[src/rtl/chunked_comparator.sv]
// rtl/chunked_comparator.sv - multi-cycle chunked magnitude/equality comparator
// Compares MSB chunk first and stops at the first differing chunk; result held until accepted.
module chunked_comparator #(
   parameter int WIDTH = 16,
   parameter int CHUNK = 4
) (
   input  logic             clk,
   input  logic             reset,
   input  logic             in_valid,
   output logic             in_ready,
   input  logic [WIDTH-1:0] A,
   input  logic [WIDTH-1:0] B,
   input  logic [3:0]       Opcode,
   output logic             out_valid,
   input  logic             out_ready,
   output logic [3:0]       comp_out,
   output logic             eq_flag,
   output logic             gt_flag,
   output logic             lt_flag
);

   localparam int NCHUNK = WIDTH / CHUNK;
   localparam int IW = (NCHUNK > 1) ? $clog2(NCHUNK) : 1;
   localparam logic [IW-1:0] TOP_IDX = IW'(NCHUNK - 1);

   typedef enum logic [1:0] {IDLE, CMP, RESP} state_t;

   state_t           state_q;
   logic [WIDTH-1:0] a_q, b_q;
   logic [3:0]       op_q;
   logic [IW-1:0]    idx_q;
   logic             in_ready_q, out_valid_q;
   logic [3:0]       comp_q;
   logic             eq_q, gt_q, lt_q;

   logic [WIDTH-1:0] sa_d, sb_d;
   logic [CHUNK-1:0] ca_d, cb_d;
   logic             is_signed_d, chunk_gt_d, chunk_lt_d, res_d;

   always_comb begin
      is_signed_d = (op_q == 4'b1110) || (op_q == 4'b1111);
      sa_d = a_q >> (int'(idx_q) * CHUNK);
      sb_d = b_q >> (int'(idx_q) * CHUNK);
      ca_d = sa_d[CHUNK-1:0];
      cb_d = sb_d[CHUNK-1:0];
      // Flipping the sign bit maps two's complement order onto unsigned order.
      if (is_signed_d && (idx_q == TOP_IDX)) begin
         ca_d[CHUNK-1] = ~ca_d[CHUNK-1];
         cb_d[CHUNK-1] = ~cb_d[CHUNK-1];
      end
      chunk_gt_d = ca_d > cb_d;
      chunk_lt_d = ca_d < cb_d;
      case (op_q)
         4'b1100:          res_d = ~(chunk_gt_d | chunk_lt_d);
         4'b1101:          res_d = chunk_gt_d | chunk_lt_d;
         4'b1110, 4'b1010: res_d = chunk_gt_d;
         4'b1111, 4'b1011: res_d = chunk_lt_d;
         default:          res_d = 1'b0;
      endcase
   end

   always_ff @(posedge clk) begin
      if (reset) begin
         state_q     <= IDLE;
         a_q         <= '0;
         b_q         <= '0;
         op_q        <= '0;
         idx_q       <= '0;
         in_ready_q  <= 1'b1;
         out_valid_q <= 1'b0;
         comp_q      <= '0;
         eq_q        <= 1'b0;
         gt_q        <= 1'b0;
         lt_q        <= 1'b0;
      end else begin
         case (state_q)
            IDLE: begin
               if (in_valid) begin
                  a_q        <= A;
                  b_q        <= B;
                  op_q       <= Opcode;
                  idx_q      <= TOP_IDX;
                  in_ready_q <= 1'b0;
                  state_q    <= CMP;
               end
            end
            CMP: begin
               if (chunk_gt_d || chunk_lt_d || (idx_q == '0)) begin
                  eq_q        <= ~(chunk_gt_d | chunk_lt_d);
                  gt_q        <= chunk_gt_d;
                  lt_q        <= chunk_lt_d;
                  comp_q      <= {3'b000, res_d};
                  out_valid_q <= 1'b1;
                  state_q     <= RESP;
               end else begin
                  idx_q <= idx_q - 1'b1;
               end
            end
            RESP: begin
               if (out_ready) begin
                  out_valid_q <= 1'b0;
                  in_ready_q  <= 1'b1;
                  state_q     <= IDLE;
               end
            end
            default: state_q <= IDLE;
         endcase
      end
   end

   assign in_ready  = in_ready_q;
   assign out_valid = out_valid_q;
   assign comp_out  = comp_q;
   assign eq_flag   = eq_q;
   assign gt_flag   = gt_q;
   assign lt_flag   = lt_q;

endmodule

[config.mk]
export PLATFORM = sky130hd
export DESIGN_NAME = chunked_comparator
export DESIGN_NICKNAME = d
export VERILOG_FILES = /design/src/rtl/chunked_comparator.sv
export SDC_FILE = /design/constraint.sdc
export NUM_CORES = 1
export LEC_CHECK = 0
export BUFFER_PORTS_ARGS = -buffer_cell sky130_fd_sc_hd__buf_2
export CAP_MARGIN = 20
export CORE_MARGIN = 1
export CORE_UTILIZATION = 30
export CTS_BUF_LIST = sky130_fd_sc_hd__clkbuf_16
export CTS_CLUSTER_DIAMETER = 80
export DETAILED_ROUTE_END_ITERATION = 8
export PLACE_DENSITY_LB_ADDON = 0.3
export SYNTH_ARGS = -nofsm -noshare
export SYNTH_HDL_FRONTEND = slang
export SYNTH_SLANG_ARGS = --single-unit
[constraint.sdc]
create_clock -name clk -period 2.55 [get_ports clk]
set_input_delay 0 -clock clk [delete_from_list [all_inputs] [get_ports clk]]
set_output_delay 0 -clock clk [all_outputs]
set_load 0.02 [all_outputs]
==> metrics.yaml <==
logic_synthesis:
  synth.top_cells.by_count: "nand2_1 (74), dfxtp_1 (46), a21oi_1 (42)"
  synth_top_cell_by_area: "dfxtp_1"
  async_flop_share_pct: 0
  ys_ff_latch: 46
  synth.distinct_cells: 38
  synth_edf_count: 0
  synthesis.area_um2: 2090
  ys_seq_area_share_pct: 44.1
  yosysMostFrequentCell: "nand2_1"
  synth_top_area_share_pct: 44.1
  synth_top_cells_by_area: "dfxtp_1 (44%), nand2_1 (13%), a21oi_1 (10%), mux4_2 (8.6%), ha_1 (3.6%)"
  netlist_instances: 242
  avgSynthCellArea_um2: 8.63
  ys.flop_type: "dfxtp_1"
  yosys_warnings: 0
critical_path:
  r2r_end: "idx_q[0]"
  cp-end-kind: "flop"
  cp-startpoint: "idx_q[0]"
  max_stage_delay_ps: 510
  crit_top_cell: "a21o_1"
  critPathKind: "reg -> reg"
  worst-r2r-cell-count: 9
  crit_arrival_ps: 2680
  cp-start-kind: "flop"
  r2r_setup_slack_ps: 90
  cp.required_ps: 2770
  crit_fanout: 5
  cpMaxStageDelayCell: "mux4_2"
  timing.rr.start: "idx_q[0]"
  cp_cell_sequence: "mux4_2, xor2_1, ha_1, a21o_1, o311ai_4, buf_6, nor3_4, a21o_1, a21oi_1"
timing:
  period_minus_slack_ps: 2460
  hold_violations: 0
  fin_crit_sh_pct: 96.6
  maxSlewHeadroom_pct: 62.0
  finalClockSkew_ps: 2.74
  fin_ws_ps: 87.7
  hold_ws_ps: 12.4
  setup-violations-final: 0
  tightest_slew_ps: 569
  rsz0062_at_grt: "yes"
  maxSlewViolCount: 0
  fmax_mhz: 406
die:
  start_util_pct: 30.9
  die_area_um2: 7300
  die_w_um: 85.4
  io_pins: 49
  core_area_um2: 6760
  die_y_um: 85.4
  rows: 30
layout:
  synthToLayoutAreaGrowth_pct: 41.6
  fillers: 716
  post-route-util_pct: 43.8
  nNetsFinal: 370
  drive_gt1_share_pct: 25.8
  antenna_cells: 0
routing:
  via_per_inst: 4.61
  ant_nets: 0
  first_pass_iters: 6
  drtIter0Drc: 93
  wirelength_um: 4780
  vias: 1868
  routedWlPerCell_um: 11.8
  drc: 1
clocking:
  cts_root_buffer: "clkbuf_16"
  numCtsBuffers: 5
  cts.clk_slew.worst_paths_ps: 60
  cts-htree-levels: 2
  clk_latency_ps: 290
  cts.sinks: 46
  cts_tree: "yes"
  clk_path_buf_depth: 2
place:
  post-dp-hpwl_um: 3400
  io_buffers: 45
  gp_congestion: 0.728
  post-place-ws_ps: -16.8
flow_run:
  maxCapViolCount: 0
worst_hold_path:
  holdPathEnd: "in_ready"
  hold_depth: 3
  hold_path_class: "in -> reg"
  min-delay-start: "out_ready"
outcome:
  status: "finished with violations"
  violations: "DRC"
global_route:
  grt_pass1_vias: 1730
  grt_first_pass_wirelength_um: 7930
  grt_usage_pct: 13.9
  busiest_layer: "met2"
  met2_usage_pct: 22.5
  grt_max_degree: 39
  antenna_found_initial: 0
  grt_use_met3_pct: 3.40
  grt_overflow_total: 0
  gr-usage-met1_pct: 17.7
power:
  vdd_drop_max_mv: 0.331
  p_total_uw: 2080
  leakage_uw: 0.00123
  power.density_nw_per_um2: 705
through the flow:
| step | setup TNS, ps | instance area [um^2] | std cells |
|---|---|---|---|
| 2_1_floorplan | 0 | 2100 | 244 |
| 3_3_place_gp | 0 | 2400 | 360 |
| 3_5_place_dp | -28.5 | 2400 | 360 |
| 4_1_cts | 0 | 2930 | 404 |
| 5_1_grt | -4.99 | 2960 | 405 |
| 6_report | 0 | 2960 | 405 |
state kept, by name, summed over array words and instances, names as in the netlist:
name and cells:
out_valid 1, a_q 16, lt_flag 1, b_q 16, state_q 2, gt_flag 1
comp_out 1, idx_q 2, in_ready 1, eq_flag 1, op_q 4
placed cells by master, fill, tap and decap left out, drive strengths merged, types with 2 or more instances in the layout:
cell type,netlist,routed
a211oi,2,2
a21o,2,2
a21oi,42,42
buf,12,55
clkbuf,6,5
conb,1,3
dfxtp,46,46
dlygate4sd3,0,36
ha,6,6
inv,9,10
mux2i,2,2
mux4,8,8
nand2,75,75
nand3,2,2
nor2,6,6
nor3,2,2
o21ai,4,4
or2,2,2
metal layers:
metal / wire length (um) / part of all wire, %
met1: 2280 / 48
met2: 2250 / 47
met3: 167 / 3.5
met4: 75 / 1.6
met5: 0 / 0
area by class of cell:
class	instances	area, um^2	share of cell area, %
multi-input combinational	171	1060	36.0
inverter	9	33.8	1.14
tap	80	100	3.39
timing repair buffer	91	664	22.5
clock buffer	5	125	4.23
sequential	46	926	31.3
clock inverter	3	43.8	1.48
kinds of logic after synthesis:
logic type	Yosys count	synth area share, %
buffers and inverters	27	5.93
AOI/OAI and AO/OA	57	16.5
and+or+nand+nor	93	19.3
DFF	46	44.1
xor gates and xnor gates	2	0.839
muxes	10	9.59
other	1	0.180
adders and majority gates	6	3.59
how the worst max path moves through the flow:
stage	endpoint	cells after the start	slack [ps]
finish	idx_q[0]	9	90
floorplan	lt_flag	9	40
CTS	idx_q[0]	9	40
global route	idx_q[1]	9	-5
global placement	comp_out[0]	8	50
detailed placement	idx_q[0]	9	-20
critical path, delay by kind of cell (launching register included):
| family | cells | cell delay [ps] |
|---|---|---|
| fa+ha+maj | 1 | 350 |
| compound gates | 4 | 790 |
| buf+inv | 1 | 150 |
| xor+xnor | 1 | 160 |
| mux | 1 | 510 |
| simple gates | 1 | 50 |
| flops | 1 | 380 |
power by group:
part | internal (uW) | switching, uW | leakage [uW]
Sequential | 784 | 48.1 | 0.000379
Clock | 464 | 276 | 0.0000842
Combinational | 260 | 252 | 0.000770
what timing repair did:
action | CTS | global route
resized for setup | 1 | 5
hold endpoints to repair | 36 | 0
pin swaps | 0 | 6
hold buffers | 36 | 0
endpoints found under the setup margin | 3 | 6
setup buffers | 0 | 1
Note: power is estimated with default switching activity, not from simulation.
